--- src/rtl/kronos_types.sv ---
// Shared Kronos type definitions: access-size encodings and the memory
// arbiter state enum.
package kronos_types;

    localparam logic [1:0] BYTE = 2'b00;
    localparam logic [1:0] HALF = 2'b01;
    localparam logic [1:0] WORD = 2'b10;

    typedef enum logic [1:0] {
        ARB_IDLE,
        ARB_GNT_I,
        ARB_GNT_D
    } arb_state_t;

endpackage

--- src/rtl/kronos_lane_align.sv ---
// Store lane alignment: turns a byte address offset and access size into a
// Wishbone byte-select mask and replicated store data.
module kronos_lane_align
    import kronos_types::*;
(
    input  logic [1:0]  addr_i,
    input  logic [1:0]  size_i,
    input  logic [31:0] wdata_i,
    output logic [3:0]  mask_o,
    output logic [31:0] wdata_o
);

    // Sub-word data is replicated across the word so whichever lane the mask
    // selects already carries the right bytes; size 2'b11 falls to WORD.
    always_comb begin
        mask_o  = 4'b1111;
        wdata_o = wdata_i;
        case (size_i)
            BYTE: begin
                mask_o  = 4'b0001 << addr_i;
                wdata_o = {4{wdata_i[7:0]}};
            end
            HALF: begin
                mask_o  = 4'b0011 << {addr_i[1], 1'b0};
                wdata_o = {2{wdata_i[15:0]}};
            end
            default: begin
                mask_o  = 4'b1111;
                wdata_o = wdata_i;
            end
        endcase
    end

endmodule

--- src/rtl/kronos_mem_arbiter.sv ---
// Shares one Wishbone-classic memory port between instruction fetch and
// load/store, favouring data with a bounded streak so fetch cannot starve.
module kronos_mem_arbiter
    import kronos_types::*;
#(
    parameter int unsigned FAIR_LIMIT = 4
) (
    input  logic        clk,
    input  logic        rst,
    input  logic [31:0] instr_addr,
    input  logic        instr_req,
    output logic [31:0] instr_data,
    output logic        instr_ack,
    input  logic [31:0] data_addr,
    input  logic [1:0]  data_size,
    input  logic [31:0] data_wdata,
    input  logic        data_wr,
    input  logic        data_req,
    output logic [31:0] data_rdata,
    output logic        data_ack,
    output logic [31:0] mem_addr,
    output logic [31:0] mem_wdata,
    output logic [3:0]  mem_mask,
    output logic        mem_wr,
    output logic        mem_stb,
    input  logic        mem_ack,
    input  logic [31:0] mem_rdata
);

    localparam logic [3:0] FairLimit = 4'(FAIR_LIMIT);

    arb_state_t  state_q;
    logic [3:0]  streak_q;
    logic [3:0]  streak_d;
    logic [31:0] addr_q;
    logic [31:0] wdata_q;
    logic [3:0]  mask_q;
    logic        wr_q;
    logic        stb_q;
    logic        srcData_q;
    logic        flush_q;

    logic        grantInstr;
    logic        grantData;
    logic        grantedReq;
    logic [3:0]  laneMask;
    logic [31:0] laneWdata;
    logic        unusedInstrLow;

    assign unusedInstrLow = ^instr_addr[1:0];

    kronos_lane_align uAlign (
        .addr_i  (data_addr[1:0]),
        .size_i  (data_size),
        .wdata_i (data_wdata),
        .mask_o  (laneMask),
        .wdata_o (laneWdata)
    );

    // Data wins unless fetch has already waited through FAIR_LIMIT data grants.
    always_comb begin
        grantData  = data_req && !(instr_req && (streak_q == FairLimit));
        grantInstr = instr_req && !grantData;
        streak_d   = streak_q;
        if (grantInstr) begin
            streak_d = '0;
        end else if (grantData) begin
            if (!instr_req) begin
                streak_d = '0;
            end else if (streak_q != FairLimit) begin
                streak_d = streak_q + 4'd1;
            end
        end
    end

    assign grantedReq = srcData_q ? data_req : instr_req;

    always_ff @(posedge clk) begin
        if (rst) begin
            state_q   <= ARB_IDLE;
            streak_q  <= '0;
            addr_q    <= '0;
            wdata_q   <= '0;
            mask_q    <= '0;
            wr_q      <= 1'b0;
            stb_q     <= 1'b0;
            srcData_q <= 1'b0;
            flush_q   <= 1'b0;
        end else begin
            case (state_q)
                ARB_IDLE: begin
                    streak_q <= streak_d;
                    flush_q  <= 1'b0;
                    if (grantInstr) begin
                        state_q   <= ARB_GNT_I;
                        stb_q     <= 1'b1;
                        srcData_q <= 1'b0;
                        addr_q    <= {instr_addr[31:2], 2'b00};
                        wdata_q   <= '0;
                        mask_q    <= 4'b1111;
                        wr_q      <= 1'b0;
                    end else if (grantData) begin
                        state_q   <= ARB_GNT_D;
                        stb_q     <= 1'b1;
                        srcData_q <= 1'b1;
                        addr_q    <= {data_addr[31:2], 2'b00};
                        wdata_q   <= laneWdata;
                        mask_q    <= laneMask;
                        wr_q      <= data_wr;
                    end
                end
                ARB_GNT_I, ARB_GNT_D: begin
                    // A withdrawn request still completes on the bus; only
                    // its acknowledge is swallowed.
                    if (mem_ack) begin
                        state_q <= ARB_IDLE;
                        stb_q   <= 1'b0;
                        wr_q    <= 1'b0;
                    end else if (!grantedReq) begin
                        flush_q <= 1'b1;
                    end
                end
                default: begin
                    state_q <= ARB_IDLE;
                    stb_q   <= 1'b0;
                end
            endcase
        end
    end

    assign mem_addr   = addr_q;
    assign mem_wdata  = wdata_q;
    assign mem_mask   = mask_q;
    assign mem_wr     = wr_q;
    assign mem_stb    = stb_q;
    assign instr_data = mem_rdata;
    assign data_rdata = mem_rdata;
    assign instr_ack  = stb_q && !srcData_q && mem_ack && instr_req && !flush_q && !rst;
    assign data_ack   = stb_q && srcData_q && mem_ack && data_req && !flush_q && !rst;

endmodule
--- config.mk ---
export PLATFORM = sky130hd
export DESIGN_NAME = kronos_mem_arbiter
export DESIGN_NICKNAME = d
export VERILOG_FILES = /design/src/rtl/kronos_types.sv /design/src/rtl/kronos_lane_align.sv /design/src/rtl/kronos_mem_arbiter.sv
export SDC_FILE = /design/constraint.sdc
export NUM_CORES = 1
export LEC_CHECK = 0
export CAP_MARGIN = 20
export CORE_UTILIZATION = 41
export CTS_CLUSTER_SIZE = 28
export DETAILED_ROUTE_END_ITERATION = 6
export PLACE_DENSITY = 0.84
export SYNTH_ARGS = -nofsm -noshare
export SYNTH_HDL_FRONTEND = slang
export SYNTH_SLANG_ARGS = --single-unit
--- constraint.sdc ---
create_clock -name clk -period 2.44 [get_ports clk]
set_input_delay 0.244 -clock clk [delete_from_list [all_inputs] [get_ports clk]]
set_output_delay 0.244 -clock clk [all_outputs]
set_load 0.02 [all_outputs]
# Word-level counts from Yosys, hierarchy flattened
# Cells that the tools add are included.
[op_classes] add_sub_neg=1 eq_ne=10 shift=2 n_mux=28 reduce_logical=28
[ops] operator="two-way mux 32 bit" n=4
[ops] operator="case mux 32 bit (2 select lines)" n=1
[ops] operator="two-way mux 4 bit" n=6
[ops] operator="logical AND 1 bit" n=13
[ops] operator="two-way mux 1 bit" n=9
[ops] operator="AND reduction 3 bit" n=3
[ops] operator="case mux 4 bit (2 select lines)" n=1
[ops] operator="two-way mux 2 bit" n=3
[ops] operator="inequality test 2 bit, second input constant" n=3
[ops] operator="case mux 1 bit (2 select lines)" n=3
[ops] operator="zero test 1 bit" n=5
[ops] operator="adder 4 x 1 -> 4 bit, second input constant" n=1
[ops] operator="equality test 2 x 1 -> 1 bit, second input constant" n=2
[ops] operator="equality test 4 x 3 -> 1 bit, second input constant" n=1
[ops] operator="zero test 2 bit" n=2
[ops] operator="inequality test 4 x 3 -> 1 bit, second input constant" n=1
[ops] operator="case mux 2 bit (2 select lines)" n=1
[ops] operator="AND reduction 2 bit" n=2
[ops] operator="nonzero test 2 bit" n=2
[ops] operator="left shift 1 x 2 -> 4 bit, first input constant" n=1
[ops] operator="left shift 2 x 2 -> 4 bit, first input constant" n=1
[ops] operator="inequality test 3 x 1 -> 1 bit, second input constant" n=1
[ops] operator="inequality test 3 bit, second input constant" n=1
[ops] operator="equality test 2 bit, second input constant" n=1
[ops] operator="OR reduction 2 bit" n=1
[totals] ff_bits=78 in_bits=136 output_inout_bits=136 word_cells=78

# Depth between registers and ports, before layout
[depth] depth_word=8 mapped_depth=8

# Modules after synthesis
# From an unflattened synthesis, not the netlist that was laid out.
[unflattened] hier_cells=538 hier_area_um2=4526.8
[by_module_without_submodules] mod="kronos_mem_arbiter" n_inst=1 cells_per_inst=478 area_each_um2=4002.6
[by_module_without_submodules] mod="kronos_lane_align" n_inst=1 cells_per_inst=60 area_each_um2=524.3

# Worst setup path before layout
# Ideal clock, no wire load.
[synth_path] kind="register to register" start="reg streak_q[0]" end="reg streak_q[3]" t_arrival_ns=1.397 required_time_ns=2.365 path_slack_ns=0.968 stages_incl_launch_ff=6 path_buffers=0 period_less_slack_ns=1.472 path_cell_list="dfxtp_1 inv_1 ha_1 and3b_1 or4b_1 a31oi_1"
[synth_via] elab_chain_len=8
[synth_lines] item="from (decl)" line_no="kronos_mem_arbiter.sv:33" text="logic [3:0] streak_q;"
[synth_lines] item="from (signal assigned)" line_no="kronos_mem_arbiter.sv:92" text="streak_q <= streak_d;"
[synth_lines] item="branches (longest 8 deep; another with adder 4 x 1 -> 4 bit)"
# Several ways; the timed one is not identified. The select of a mux whose other input is x is not followed.
# A chain may end at the register's enable or synchronous reset.

# Worst setup path in the final report
[layout_path] start="in instr_req" end="out instr_ack"
[layout_via] elab_chain_len=3
[layout_lines] item="from (decl)" line_no="kronos_mem_arbiter.sv:11" text="input logic instr_req,"
[layout_lines] item="logical AND 1 bit (3 in a row)" line_no="kronos_mem_arbiter.sv:138" text="assign instr_ack = stb_q && !srcData_q && mem_ack && instr_req && !flush_q && !rst;"
[layout_lines] item="to (decl)" line_no="kronos_mem_arbiter.sv:13" text="output logic instr_ack,"
# No other way between the ends.

==> impl_metrics.yaml <==
synth:
  synth_top_cells_by_area: "dfxtp_1, buf_4, nor4_2, and4b_1, a211oi_1"
  yosysMostFrequentCell: "dfxtp_1"
  synth.distinct_cells: 42
  ys.flop_type: "dfxtp_1"
  ys_warn_count: 0
  ys_ff_latch: 76
  avgSynthCellArea_sq_um: 8.90
  yosysSeqAreaShare_pct: 33.0
  synth_top_cell_by_area: "dfxtp_1"
  synth_top_cell_area_share_pct: 33.0
  yosys-top-cells-count: "dfxtp_1, buf_4, nor2_1"
  syn_area_sq_um: 4610
  synth-edff-count: 0
  synthCells: 518
  async_flop_share_pct: 0
sta:
  min_period_over_period_pct: 86.0
  fin_crit_ns: 2.10
  finalSetupTns_ns: 0
  clock.fmax_mhz: 476
  hold_viol: 0
  worst_pin_slew_ns: 0.970
  skew_ns: 0.0147
  rsz0062_at_grt: "no"
  relSlewSlack_pct: 35.3
  hold_slack_ns: 0.331
  maxSlewViolCount: 0
  finalSetupViolations: 0
placement:
  dpl.hpwl_um: 9550
  gp_congestion: 0.810
  port_buffers: 171
grt:
  grt_pass1_wl_um: 20400
  grt_max_degree: 78
  grt_use_total_pct: 22.3
  grt_overflow: 0
  antenna_found_initial: 0
  grt_pass1_vias: 4143
critical_path:
  cpMostUsedCell: "clkdlybuf4s50_1"
  critPathMaxStageDelay_ns: 0.73
  path_cells: "clkdlybuf4s50_1 -> nand2b_1 -> nor2_1 -> clkdlybuf4s50_1"
  r2r_start: "streak_q[0]$_SDFFE_PP0P_"
  cp_slowest_cell: "clkdlybuf4s50_1"
  end_kind: "primary output"
  cp_max_fo: 9
  crit_type: "primary input to primary output"
  arrival_ns: 1.85
  r2r_setup_slack_ns: 0.50
  cp.required_ns: 2.20
  worst_setup_path_start_kind: "primary input"
  cp-startpoint: "instr_req"
clock_tree:
  clk_pin_slew_ns: 0.10
  cts-resized-gates: 0
  cts_tree: "done"
  insertion_delay_ns: 0.37
  cts_setup_buffers: 0
  clock_path_buffers: 2
  hold_buffers: 0
  clockRootBuffer: "clkbuf_8"
  cts.sinks: 76
  htreeDepth: 3
  cts_buffers: 9
floorplan:
  fp.dieW_um: 108
  coreArea_sq_um: 10900
  dieArea_sq_um: 11700
  rows: 38
  boundaryPins: 272
  initial_core_util_pct: 42.4
  dieHeight_um: 108
worst_hold_path:
  hp-class: "primary input to flip-flop"
  min_from: "data_req"
route:
  first_pass_iters: 4
  wire_per_inst_um: 18.2
  drtAntennaViolNets: 0
  drc: 0
  vias: 4174
  via_per_inst: 5.64
  drt-total-wl_um: 13500
  drt_iter0_drc: 323
run:
  drv_cap: 0
layout:
  n_antenna_cell: 0
  final_net_count: 735
  syn_to_final_growth_pct: 31.4
  layout-drive-gt1-share_pct: 13.5
  final_core_util_pct: 55.7
outcome:
  outcome: "completed"
power_and_ir_drop:
  cellPowerDensity_nw_per_um2: 570
  max-vdd-ir-drop_mv: 0.271
  p_leak_nw: 2.17
-- layer usage --
layer	share of wire (%)	global-route usage, %
met4	2.3	11.9
met2	50	39.4
met1	39	24.6
met5	0	0
met3	8.9	5.49
-- flip-flops by register name (all words and copies together) (netlist names) --
| signal | cells |
|---|---|
| streak_q | 4 |
| mem_addr | 30 |
| srcData_q | 1 |
| flush_q | 1 |
| mem_mask | 4 |
| mem_wdata | 32 |
| state_q | 2 |
| mem_wr | 1 |
| mem_stb | 1 |
-- where the power goes --
group / internal, mW / switching, mW
sequential: 1.36 / 0.0656
clock: 0.394 / 0.554
combinational: 0.531 / 0.552
-- area by class of cell --
class                   count  area, sq um
well taps                 140          175
clock buffers               9          124
clock inverters             7         65.1
repair buffers            184         1810
multi-input cells         319         2340
flip-flops and latches     76         1520
inverters                   5         18.8
fillers                   961         4830
-- logic make-up (layout without fill, tap and decap cells) --
| group | Yosys count | count (layout) | share of synthesized area [%] |
|---|---|---|---|
| other | 1 | 2 | 0.0813 |
| adders and majority gates | 4 | 4 | 1.09 |
| and+or+nand+nor | 186 | 186 | 29.2 |
| AOI/OAI and AO/OA | 103 | 103 | 14.5 |
| muxes | 24 | 24 | 5.64 |
| buffers and inverters | 124 | 205 | 16.5 |
| DFF | 76 | 76 | 33.0 |
-- final timing paths --
| check | to | depth (start not counted) |
|---|---|---|
| max reg2reg | mem_mask[0]$_SDFFE_PP0P_ | 6 |
| max | instr_ack | 4 |
| min | flush_q$_SDFFE_PP0P_ | 4 |
| min reg2reg | mem_wdata[15]$_SDFFE_PP0P_ | 2 |
-- through the flow --
| stage | setup slack, ns | total power [mW] | instances | instance area [sq um] |
|---|---|---|---|---|
| 3_3_place_gp | 0.348 | 2.50 | 724 | 5870 |
| 6_report | 0.341 | 3.45 | 740 | 6060 |
| 5_1_grt | 0.249 | 3.62 | 740 | 6060 |
| 4_1_cts | 0.343 | 3.48 | 740 | 6060 |
| 2_1_floorplan | 0.968 | 2.18 | 519 | 4620 |
| 3_5_place_dp | 0.240 | 2.53 | 724 | 5870 |
-- critical path: cells and delay by family --
| kind | cells | cell delay, ns |
|---|---|---|
| buf+inv | 2 | 1.34 |
| simple gates | 2 | 0.27 |
-- placed cells by master (no fill, tap or decap), types with 16 or more instances in the layout --
master	netlist	routed
nand2_1	30	30
a211oi_1	31	31
mux2_2	16	16
dfxtp_1	76	76
nand4_1	18	18
and4b_1	30	30
a21oi_1	32	32
clkdlybuf4s50_1	0	169
nor4_2	30	30
nor2_1	40	40
Note: power is estimated with default switching activity, not from simulation.
